--- src/rtl/fetch_unit_pkg.sv ---
// Shared widths and FSM state encoding for the instruction fetch unit.
package fetch_unit_pkg;

  localparam int unsigned FETCH_PC_W     = 10;
  localparam int unsigned FETCH_INSTR_W  = 32;
  localparam int unsigned FETCH_FQ_DEPTH = 4;

  typedef enum logic [1:0] {
    RUN   = 2'd0,
    REDIR = 2'd1,
    HALT  = 2'd2
  } fetch_state_e;

endpackage

--- src/rtl/fetch_unit_if.sv ---
// Instruction-memory read port and instruction-queue handshake of the fetch unit.
interface fetch_unit_if
  import fetch_unit_pkg::*;
#(
  parameter int unsigned PC_W    = FETCH_PC_W,
  parameter int unsigned INSTR_W = FETCH_INSTR_W
) ();

  logic [PC_W-1:0]    imem_addr;
  logic [INSTR_W-1:0] imem_rdata;
  logic [INSTR_W-1:0] instr_out;
  logic [PC_W-1:0]    pc_out;
  logic               instr_valid;
  logic               iq_full;

  modport master (
    output imem_addr, instr_out, pc_out, instr_valid,
    input  imem_rdata, iq_full
  );

  modport slave (
    input  imem_addr, instr_out, pc_out, instr_valid,
    output imem_rdata, iq_full
  );

endinterface

--- src/rtl/fetch_fifo.sv ---
// Synchronous FIFO with flush; head reads as zero while empty.
module fetch_fifo #(
  parameter int unsigned WIDTH = 42,
  parameter int unsigned DEPTH = 4
) (
  input  logic                     clk,
  input  logic                     rst,
  input  logic                     flush,
  input  logic                     wr_en,
  input  logic [WIDTH-1:0]         wr_data,
  input  logic                     rd_en,
  output logic [WIDTH-1:0]         rd_data,
  output logic [$clog2(DEPTH):0]   count,
  output logic                     empty,
  output logic                     full
);

  localparam int unsigned AW = $clog2(DEPTH);
  localparam int unsigned CW = AW + 1;

  logic [WIDTH-1:0] mem [DEPTH];
  logic [AW-1:0]    wr_ptr;
  logic [AW-1:0]    rd_ptr;
  logic [CW-1:0]    cnt;
  logic             do_wr;
  logic             do_rd;

  // A write at full is accepted only when a read frees the slot in the same cycle.
  assign do_rd = rd_en && !empty;
  assign do_wr = wr_en && (!full || do_rd);

  always_ff @(posedge clk) begin
    if (rst || flush) begin
      wr_ptr <= '0;
      rd_ptr <= '0;
      cnt    <= '0;
    end else begin
      if (do_wr) wr_ptr <= wr_ptr + AW'(1);
      if (do_rd) rd_ptr <= rd_ptr + AW'(1);
      case ({do_wr, do_rd})
        2'b10:   cnt <= cnt + CW'(1);
        2'b01:   cnt <= cnt - CW'(1);
        default: cnt <= cnt;
      endcase
    end
  end

  always_ff @(posedge clk) begin
    if (do_wr) mem[wr_ptr] <= wr_data;
  end

  assign empty   = (cnt == '0);
  assign full    = (cnt == CW'(DEPTH));
  assign count   = cnt;
  assign rd_data = empty ? '0 : mem[rd_ptr];

endmodule

--- src/rtl/fetch_unit.sv ---
// Sequential instruction fetch with credit-limited requests, redirect flush and halt.
module fetch_unit
  import fetch_unit_pkg::*;
#(
  parameter int unsigned PC_W     = FETCH_PC_W,
  parameter int unsigned INSTR_W  = FETCH_INSTR_W,
  parameter int unsigned FQ_DEPTH = FETCH_FQ_DEPTH
) (
  input  logic            clk,
  input  logic            rst,
  input  logic            redirect,
  input  logic [PC_W-1:0] redirect_pc,
  input  logic            halt,
  output logic [PC_W-1:0] pc,
  fetch_unit_if.master    bus
);

  localparam int unsigned CW = $clog2(FQ_DEPTH) + 1;
  localparam int unsigned SW = CW + 1;
  localparam int unsigned EW = PC_W + INSTR_W;

  fetch_state_e    state_q, state_d;
  logic [PC_W-1:0] pc_q, pc_d;
  logic [PC_W-1:0] req_pc_q, req_pc_d;
  logic            pending_q, pending_d;
  logic            issue_c;

  logic [CW-1:0]   fq_count;
  logic            fq_empty;
  logic            fq_full;
  logic            fq_wr;
  logic            fq_rd;
  logic [EW-1:0]   fq_head;

  always_ff @(posedge clk) begin
    if (rst) begin
      state_q   <= RUN;
      pc_q      <= '0;
      req_pc_q  <= '0;
      pending_q <= 1'b0;
    end else begin
      state_q   <= state_d;
      pc_q      <= pc_d;
      req_pc_q  <= req_pc_d;
      pending_q <= pending_d;
    end
  end

  // Credits count both queued entries and the response still in flight.
  always_comb begin
    state_d   = state_q;
    pc_d      = pc_q;
    req_pc_d  = req_pc_q;
    pending_d = 1'b0;
    issue_c   = 1'b0;

    if (state_q == RUN && !redirect &&
        ((SW'(fq_count) + SW'(pending_q)) < SW'(FQ_DEPTH))) begin
      issue_c = 1'b1;
    end

    if (issue_c) begin
      pc_d      = pc_q + PC_W'(1);
      req_pc_d  = pc_q;
      pending_d = 1'b1;
    end

    if (redirect) begin
      state_d = REDIR;
      pc_d    = redirect_pc;
    end else begin
      case (state_q)
        RUN:     if (halt) state_d = HALT;
        REDIR:   state_d = RUN;
        HALT:    state_d = HALT;
        default: state_d = RUN;
      endcase
    end
  end

  assign fq_wr = pending_q && !redirect;
  assign fq_rd = bus.instr_valid && !bus.iq_full;

  fetch_fifo #(
    .WIDTH (EW),
    .DEPTH (FQ_DEPTH)
  ) u_fifo (
    .clk     (clk),
    .rst     (rst),
    .flush   (redirect),
    .wr_en   (fq_wr),
    .wr_data ({bus.imem_rdata, req_pc_q}),
    .rd_en   (fq_rd),
    .rd_data (fq_head),
    .count   (fq_count),
    .empty   (fq_empty),
    .full    (fq_full)
  );

  assign pc              = pc_q;
  assign bus.imem_addr   = pc_q;
  assign bus.instr_valid = !fq_empty && !redirect;
  assign bus.instr_out   = fq_head[EW-1:PC_W];
  assign bus.pc_out      = fq_head[PC_W-1:0];

  a_no_overflow: assert property (@(posedge clk) disable iff (rst)
    !(fq_full && fq_wr && !fq_rd));

endmodule

--- src/flat_wrapper.sv ---
// flat-port wrapper written by rule: the top's interface ports become plain ports
module fetch_unit_flat import fetch_unit_pkg::*;
#(
  parameter int unsigned PC_W     = FETCH_PC_W,
  parameter int unsigned INSTR_W  = FETCH_INSTR_W,
  parameter int unsigned FQ_DEPTH = FETCH_FQ_DEPTH
)
  (clk, rst, redirect, redirect_pc, halt, pc, bus_imem_addr, bus_instr_out, bus_pc_out, bus_instr_valid, bus_imem_rdata, bus_iq_full);
  fetch_unit_if #(.PC_W(PC_W), .INSTR_W(INSTR_W)) bus_i ();
  input  logic clk;
  input  logic rst;
  input  logic redirect;
  input  logic [PC_W-1:0] redirect_pc;
  input  logic halt;
  output logic [PC_W-1:0] pc;
  output wire logic [$bits(bus_i.imem_addr)-1:0] bus_imem_addr;
  output wire logic [$bits(bus_i.instr_out)-1:0] bus_instr_out;
  output wire logic [$bits(bus_i.pc_out)-1:0] bus_pc_out;
  output wire logic [$bits(bus_i.instr_valid)-1:0] bus_instr_valid;
  input wire logic [$bits(bus_i.imem_rdata)-1:0] bus_imem_rdata;
  input wire logic [$bits(bus_i.iq_full)-1:0] bus_iq_full;
  assign bus_imem_addr = bus_i.imem_addr;
  assign bus_instr_out = bus_i.instr_out;
  assign bus_pc_out = bus_i.pc_out;
  assign bus_instr_valid = bus_i.instr_valid;
  assign bus_i.imem_rdata = bus_imem_rdata;
  assign bus_i.iq_full = bus_iq_full;
  fetch_unit #(.PC_W(PC_W), .INSTR_W(INSTR_W), .FQ_DEPTH(FQ_DEPTH)) u_core (.clk(clk), .rst(rst), .redirect(redirect), .redirect_pc(redirect_pc), .halt(halt), .pc(pc), .bus(bus_i));
endmodule
--- config.mk ---
export PLATFORM = sky130hd
export DESIGN_NAME = fetch_unit_flat
export DESIGN_NICKNAME = d
export VERILOG_FILES = /design/src/rtl/fetch_unit_pkg.sv /design/src/rtl/fetch_unit_if.sv /design/src/rtl/fetch_fifo.sv /design/src/rtl/fetch_unit.sv /design/src/flat_wrapper.sv
export SDC_FILE = /design/constraint.sdc
export NUM_CORES = 1
export LEC_CHECK = 0
export CORE_ASPECT_RATIO = 1.4
export CORE_MARGIN = 4
export CORE_UTILIZATION = 28
export CTS_CLUSTER_DIAMETER = 60
export DETAILED_ROUTE_END_ITERATION = 6
export GPL_ROUTABILITY_DRIVEN = 0
export PLACE_DENSITY = 0.57
export SYNTH_ARGS = -nofsm -noshare
export SYNTH_HDL_FRONTEND = slang
export SYNTH_SLANG_ARGS = --single-unit
--- constraint.sdc ---
create_clock -name clk -period 4.8 [get_ports clk]
set_clock_uncertainty 0.15 [all_clocks]
set_input_delay 0.96 -clock clk [delete_from_list [all_inputs] [get_ports clk]]
set_output_delay 0.96 -clock clk [all_outputs]
set_load 0.005 [all_outputs]
==> flow_summary.toml, run 1 <==
[synth]
ys.warnings.count = 0
yosysSeqAreaShare_pct = 71.8
netlist_area_sq_um = 7910
syn-num-nets = 511
synth-edff-count = 168
syn_inst = 458
synth_ff_type = "edfxtp_1"
ys_ff_latch = 200
async_reset_ff_share_pct = 0
syn-mean-instance-area_sq_um = 17.3
synth_cell_type_count = 41

[floorplan]
pin_count = 110
die_x_microns = 150
core_area_sq_um = 27700
dieArea_sq_um = 31100
rows = 72
start_util_pct = 28.5
fp.dieH_microns = 207

[cts]
clk_latency_ns = 0.43
cts_resized = 0
cts.htree.levels = 4
clk_pin_slew_ns = 0.08
clock_sinks = 200
post_cts_buffers = 0
root_buffer = "clkbuf_16"
postCtsHoldBufs = 0
numCtsBuffers = 17
cts_buffer_depth = 2
cts_tree = "yes"

[power]
power.density_nw_per_um2 = 352
totalPowerFinal_w = 0.00352
peakVddDrop_v = 0.000192
p_leak_nw = 3.08

[min_path]
hold_start = "u_core.req_pc_q[1]$_SDFFE_PP0P_"
hold_class = "reg -> reg"

[layout]
layout_common_cells = "168 x edfxtp_1, 109 x clkdlybuf4s50_1, 43 x nor2b_1"
final_common_cell = "edfxtp_1"
area_growth_pct = 26.5
antenna_cells = 0
drive_gt1_share_pct = 16.7
fill_cells = 2694
fin_nets = 615

[routing]
viasPerCell = 4.56
wirelength_microns = 16500
ant_nets = 0
firstDrtPassIters = 4
drc = 0
drt_iter0_drc = 273
wl_per_cell_microns = 17.4
dr_total_vias = 4312

[critical_path]
cp-end-kind = "primary output"
timing.rr.start = "u_core.u_fifo.count[2]$_SDFFE_PP0P_"
critPathCapture = "bus_pc_out[1]"
path_class = "reg -> out"
arrival_ns = 2.65
required_ns = 3.69
r2r_setup_slack_ns = 2.36
r2r_cells = 6
start_kind = "flip-flop"
rr_endpoint = "u_core.u_fifo.count[1]$_SDFFE_PP0P_"
crit_fanout = 42

[run_status]
run_status = "completed"

[sta]
slew_violations = 0
timing.fmax_ghz = 0.266
worst_pin_slew_ns = 0.948
layout_min_cycle_time_ns = 3.76
rsz0062_at_grt = "no"
hold_viol_final = 0
finalSetupTns_ns = 0
fin_crit_sh_pct = 78.4
finalSetupViolations = 0
slew_headroom_pct = 36.6

[place]
dp_hpwl_microns = 10800
portBuffers = 109

[global_routing]
grt_pass1_vias = 4633
antenna_found_initial = 0
grt_remaining_overflow = 0
grt_pass1_wl_microns = 25900
grt_use_total_pct = 11.0
grt_max_degree = 43

[run]
drv_cap = 0
[kinds of logic (layout without fill, tap and decap cells)]
family | count (synthesis) | after routing | synth area share (%)
DFF | 200 | 200 | 71.8
and+or+nand+nor | 123 | 123 | 8.66
muxes | 45 | 45 | 12.3
buffers and inverters | 43 | 160 | 2.64
AOI/OAI and AO/OA | 38 | 38 | 3.15
adders and majority gates | 6 | 6 | 1.04
xor gates and xnor gates | 3 | 3 | 0.332
[synthesized netlist by cell type (5+ instances only)]
cell type	instances	area, sq um
clkbuf_1	17	63.8
edfxtp_1	168	5040
nor2b_1	43	269
nor2_1	13	48.8
dfxtp_1	32	641
ha_1	5	62.6
inv_1	8	30.0
buf_2	8	40.0
buf_4	10	75.1
a21oi_1	16	80.1
nand2_1	31	116
mux4_2	42	946
nor3_1	6	30.0
and2_1	6	37.5
[area by class of cell]
class / instances / area [sq um] / share of cell area [%]
Sequential cell: 200 / 5690 / 56.8
Multi-Input combinational cell: 215 / 2030 / 20.3
Timing Repair Buffer: 120 / 1190 / 11.8
Tap cell: 370 / 463 / 4.62
Clock buffer: 18 / 450 / 4.50
Clock inverter: 14 / 161 / 1.61
Inverter: 8 / 30.0 / 0.300
[how the worst min path moves through the flow]
| stage | endpoint | slack, ns | cells after the start |
|---|---|---|---|
| after floorplan | u_core.u_fifo.mem[0][0]$_DFFE_PP_ | 0.31 | 0 |
| after global placement | u_core.u_fifo.mem[2][1]$_DFFE_PP_ | 0.33 | 0 |
| after detailed placement | flip-flop | 0.35 | 2 |
| after CTS | u_core.req_pc_q[1]$_SDFFE_PP0P_ | 0.37 | 2 |
| after global routing | u_core.req_pc_q[1]$_SDFFE_PP0P_ | 0.39 | 2 |
| final | u_core.req_pc_q[1]$_SDFFE_PP0P_ | 0.37 | 2 |
[metal layers]
layer  wire length (microns)  vias to the layer above  track usage [%]  part of all wire, %
li1                        -                     1956                -                    -
met5                       0                        -                0                    0
met1                    6910                     2218             13.4                   42
met2                    8630                      126             19.2                   52
met3                     776                       12             2.77                  4.7
met4                     177                        0             3.47                  1.1
[registers in the layout, summed over array words and instances, names as in the netlist, named ones only]
register / count
u_core.pending_q: 1
u_core.u_fifo.rd_ptr: 2
u_core.req_pc_q: 10
u_core.state_q: 2
u_core.u_fifo.wr_ptr: 2
u_core.bus.imem_addr: 10
u_core.u_fifo.mem: 168
u_core.u_fifo.count: 3
[worst max-delay path: stages (launching register included)]
cell	delay, ns
dfxtp_4	0.93
mux4_2	0.60
nor2b_1	0.17
clkdlybuf4s50_1	0.52
[power by group]
part | switching [W] | internal, W | total (W) | leakage [nW]
clock network | 0.000674 | 0.000754 | 0.00143 | 0.304
logic | 0.0000761 | 0.000102 | 0.000178 | 1.00
registers | 0.0000223 | 0.00190 | 0.00192 | 1.77
[metrics by stage]
stage                     setup slack (ns)  hold WS, ns  area, sq um  instances  utilization [%]
after global routing                 0.830        0.392        10000        945             36.1
after CTS                            0.914        0.371        10000        945             36.1
after floorplan                       1.78        0.310         7910        458                -
after global placement                1.33        0.332         9400        913             33.9
after detailed placement              1.29        0.354         9400        913             33.9
final                                 1.04        0.367        10000        945             36.1
No activity file was read; power rests on OpenSTA's default activity.
==> inputs of run 2 (changes only) <==
clock period = 3.65 ns   (was 4.8 ns; I/O delays follow)
==> run 2 against run 1 <==
Effect of this change:
- power grew 31%
- die area stayed put
- critical path depth increased by 1
- register-to-register slack worse by 0.93 ns
- critical path type unchanged
- critical endpoint is now bus_instr_out[24]
- highest routed layer is now met5
==> flow_summary.toml, run 2 (same netlist as run 1, synthesis figures left out) <==
[critical_path]
crit_slowest_cell = "dfxtp_4"
r2r_setup_slack_ns = 1.43
rr_endpoint = "u_core.u_fifo.count[2]$_SDFFE_PP0P_"
r2r_cells = 6
max_stage_delay_ns = 0.53
crit_fanout = 14
arrival_ns = 2.42
required_ns = 2.77
timing.rr.start = "u_core.u_fifo.count[2]$_SDFFE_PP0P_"
critPathTopFamily = "buffers and inverters"
crit_buf_inv = 2
cp-end-kind = "primary output"
path_class = "reg -> out"
path_cells = "buf_4 > mux4_2 > nor2b_1 > clkdlybuf4s50_1"
start_kind = "flip-flop"

[min_path]
hold_path_depth = 2
hold_class = "reg -> reg"
hold_end = "u_core.req_pc_q[8]$_SDFFE_PP0P_"
hold_start = "u_core.req_pc_q[8]$_SDFFE_PP0P_"

[sta]
fin_crit_sh_pct = 90.4
post-route-worst-setup-slack_ns = 0.352
finalSetupTns_ns = 0
worst_pin_slew_ns = 0.656
rsz0062_at_grt = "no"
slew_headroom_pct = 56.3
layout_min_cycle_time_ns = 3.30
hold_viol_final = 0
timing.fmax_ghz = 0.303
finalSetupViolations = 0
slew_violations = 0

[run_status]
run_status = "completed"

[floorplan]
dieArea_sq_um = 31100
start_util_pct = 28.5
pin_count = 110
fp.dieH_microns = 207
core_area_sq_um = 27700
rows = 72
die_x_microns = 150

[layout]
largest_reg_flops = 168
drive_gt1_share_pct = 16.5
layout_common_cells = "168 x edfxtp_1, 109 x clkdlybuf4s50_1, 43 x nor2b_1"
fin_area_sq_um = 10100
fin_util_pct = 36.4
final_common_cell = "edfxtp_1"
fin_cells = 947
area_growth_pct = 27.7
antenna_cells = 0
fin_nets = 617
fill_cells = 2686
largest_register = "u_core.u_fifo.mem"

[run]
drv_cap = 0

[cts]
cts_tree = "yes"
clk_pin_slew_ns = 0.07
post_cts_buffers = 0
cts.htree.levels = 4
root_buffer = "clkbuf_16"
clk_latency_ns = 0.43
postCtsHoldBufs = 0
cts_resized = 0
numCtsBuffers = 17
clock_sinks = 200
cts_buffer_depth = 2

[power]
p_leak_nw = 3.09
power.density_nw_per_um2 = 458
peakVddDrop_v = 0.000257

[routing]
dr_total_vias = 4243
viasPerCell = 4.48
drc = 0
wl_per_cell_microns = 17.1
ant_nets = 0
wirelength_microns = 16200
firstDrtPassIters = 4
drt_iter0_drc = 241

[global_routing]
grt_max_degree = 43
grt_remaining_overflow = 0
grt_pass1_wl_microns = 25300
grt_pass1_vias = 4649
grt_use_total_pct = 10.8
antenna_found_initial = 1

[place]
dp_hpwl_microns = 10700
post-place-cells = 915
portBuffers = 109
place_area_sq_um = 9520
place_ws_ns = 0.613
run 2: cell types whose count changed in the layout (fill, tap and decap cells not counted), moves of 2 or more:
cell and change:
buf_12 +8, buf_4 -6, bufinv_16 +2, clkinv_1 +2, clkinv_4 +2, clkinv_8 -3
inv_6 -2
run 2: final cells by class:
class	instances	area [sq um]	area share [%]
Sequential cell	200	5690	56.3
Multi-Input combinational cell	215	2030	20.1
Timing Repair Buffer	122	1300	12.9
Tap cell	370	463	4.58
Clock buffer	18	429	4.25
Clock inverter	14	163	1.61
Inverter	8	30.0	0.297
run 2: worst reg2reg max path, stage by stage (launching register included):
cell and delay [ns]:
dfxtp_1 0.51, nor3_4 0.16, nor4_2 0.42, inv_1 0.14, fa_1 0.40, mux2i_1 0.19, mux2i_1 0.19
run 2: where the power goes:
group | internal [W] | switching, W | total [W] | leakage [nW]
Clock | 0.00103 | 0.000837 | 0.00187 | 0.290
Combinational | 0.000136 | 0.000101 | 0.000237 | 1.04
Sequential | 0.00250 | 0.0000271 | 0.00252 | 1.77
Total | 0.00366 | 0.000965 | 0.00463 | 3.09
run 2: worst max-delay path by stage:
stage / to / slack [ns] / cells after the start
after detailed placement: u_core.u_fifo.count[2]$_SDFFE_PP0P_ / 0.61 / 6
after floorplan: u_core.u_fifo.mem[0][0]$_DFFE_PP_ / 0.86 / 4
after global placement: u_core.u_fifo.count[2]$_SDFFE_PP0P_ / 0.70 / 6
after global routing: bus_instr_out[24] / 0.18 / 4
final: bus_instr_out[24] / 0.35 / 4
after CTS: bus_instr_out[24] / 0.26 / 4
run 2: metrics by stage:
step / hold WS (ns) / power [W]
floorplan: 0.310 / 0.00267
global placement: 0.333 / 0.00281
detailed placement: 0.343 / 0.00281
CTS: 0.352 / 0.00468
global route: 0.385 / 0.00481
finish: 0.354 / 0.00463
run 2: layer usage:
| metal | up-vias | wire [microns] | global-route usage (%) |
|---|---|---|---|
| li1 | 1963 | - | - |
| met5 | - | 13 | 0 |
| met1 | 2148 | 6840 | 12.6 |
| met3 | 17 | 749 | 2.99 |
| met2 | 113 | 8380 | 19.1 |
| met4 | 2 | 191 | 3.34 |
==> inputs of run 3 (changes only) <==
CELL_PAD_IN_SITES_DETAIL_PLACEMENT = 1   (was not set)
CELL_PAD_IN_SITES_GLOBAL_PLACEMENT = 1   (was not set)
PLACE_DENSITY = 0.64   (was 0.57)
==> run 3 against run 2 <==
Effect of this change:
- utilization decreased by 0.19 points
- critical endpoint is now bus_instr_out[12]
- die area unchanged
- count of clock-buffer cells in the layout decreased by 1
- register-to-register slack got worse by 0.21 ns
- largest cell class unchanged
- cell area decreased by 0.52%
- sequential share of layout area increased by 0.29 points
- non-clock buffer count decreased by 3
==> flow_summary.toml, run 3 (same netlist as run 1, synthesis figures left out) <==
[run_status]
run_status = "completed"

[cts]
postCtsHoldBufs = 0
cts.htree.levels = 4
cts_tree = "yes"
root_buffer = "clkbuf_16"
cts_resized = 0
post_cts_buffers = 0
clk_latency_ns = 0.43
cts_buffer_depth = 2
numCtsBuffers = 17
clock_sinks = 200
clk_pin_slew_ns = 0.07

[floorplan]
dieArea_sq_um = 31100
fp.dieH_microns = 207
die_x_microns = 150
rows = 72
start_util_pct = 28.5
pin_count = 110
core_area_sq_um = 27700

[routing]
drt_iter0_drc = 170
firstDrtPassIters = 4
wl_per_cell_microns = 17.6
viasPerCell = 4.50
ant_nets = 0
dr_total_vias = 4245
drc = 0
wirelength_microns = 16600

[layout]
largest_reg_flops = 168
fill_cells = 2869
layout_common_cells = "168 x edfxtp_1, 109 x clkdlybuf4s50_1, 43 x nor2b_1"
drive_gt1_share_pct = 16.4
largest_register = "u_core.u_fifo.mem"
fin_area_sq_um = 10100
antenna_cells = 0
area_growth_pct = 27.1
fin_nets = 614
final_common_cell = "edfxtp_1"

[sta]
slew_violations = 0
timing.fmax_ghz = 0.301
finalSetupViolations = 0
finalSetupTns_ns = 0
layout_min_cycle_time_ns = 3.32
rsz0062_at_grt = "no"
slew_headroom_pct = 53.3
fin_crit_sh_pct = 91.0
worst_pin_slew_ns = 0.701
hold_viol_final = 0

[power]
peakVddDrop_v = 0.000301
comb_power_share_pct = 5.1
clkPwrFrac_pct = 40.1
p_leak_nw = 3.07
sw_frac_of_total_pct = 22.7
seqPwrFrac_pct = 54.8
p_sw_w = 0.00104
power.internal_w = 0.00356
power.density_nw_per_um2 = 458

[critical_path]
arrival_ns = 2.44
max_stage_delay_ns = 0.55
required_ns = 2.77
critPathTopFamily = "buffers and inverters"
path_class = "reg -> out"
crit_slowest_cell = "mux4_2"
crit_fanout = 13
r2r_setup_slack_ns = 1.22
start_kind = "flip-flop"
crit_buf_inv = 2
cp-end-kind = "primary output"
path_cells = "buf_4 > mux4_2 > nor2b_1 > clkdlybuf4s50_1"

[place]
dp_hpwl_microns = 10900
portBuffers = 109
place_area_sq_um = 9460

[global_routing]
antenna_found_initial = 1
grt_use_total_pct = 11.2
grt_pass1_vias = 4738
grt_pass1_wl_microns = 26500
grt_remaining_overflow = 0
grt_max_degree = 48

[min_path]
hold_class = "reg -> reg"

[run]
drv_cap = 0
## run 3: tightest hold or removal path: cells and delay by family (launching register included)
kind | cells | cell delay (ns)
AOI/OAI and AO/OA | 1 | 0.05
DFF | 1 | 0.34
and+or+nand+nor | 1 | 0.06
## run 3: stage by stage
stage / total power, W / setup WS, ns / std cells / utilization, % / hold WS, ns
after detailed placement: 0.00281 / 0.568 / 912 / 34.1 / 0.350
final: 0.00460 / 0.328 / 944 / 36.2 / 0.352
after floorplan: 0.00267 / 0.859 / 458 / - / 0.310
after global routing: 0.00480 / 0.163 / 944 / 36.2 / 0.387
after CTS: 0.00466 / 0.231 / 944 / 36.2 / 0.360
after global placement: 0.00281 / 0.644 / 912 / 34.1 / 0.335
## run 3: metal layers
layer  global-route usage [%]  vias up  wire (microns)
li1                         -     1963               -
met1                     13.9     2169            7150
met2                     19.2       94            8630
met3                     2.77       17             614
met4                     3.50        2             201
met5                        0        -              10
## run 3: layout make-up
| cell class | count | area, sq um | share of cell area, % |
|---|---|---|---|
| Sequential cell | 200 | 5690 | 56.6 |
| Multi-Input combinational cell | 215 | 2030 | 20.2 |
| Timing Repair Buffer | 119 | 1240 | 12.3 |
| Tap cell | 370 | 463 | 4.60 |
| Clock buffer | 17 | 425 | 4.23 |
| Clock inverter | 15 | 174 | 1.73 |
| Inverter | 8 | 30.0 | 0.299 |
## run 3: path summary, 6_finish.rpt
check,depth (start not counted),to,from
worst min register to register,2,u_core.req_pc_q[6]$_SDFFE_PP0P_,u_core.req_pc_q[6]$_SDFFE_PP0P_
worst min-delay path,2,u_core.req_pc_q[6]$_SDFFE_PP0P_,u_core.req_pc_q[6]$_SDFFE_PP0P_
worst max-delay path,4,bus_instr_out[12],flip-flop
worst max register to register,7,u_core.u_fifo.count[2]$_SDFFE_PP0P_,u_core.u_fifo.count[2]$_SDFFE_PP0P_
## run 3: power by group through the flow
stage	logic, W	clock network (W)	registers (W)
2_1_floorplan	0.0000990	0	0.00257
3_3_place_gp	0.000235	0	0.00257
3_5_place_dp	0.000241	0	0.00257
4_1_cts	0.000242	0.00189	0.00252
5_1_grt	0.000260	0.00201	0.00253
6_report	0.000236	0.00184	0.00252
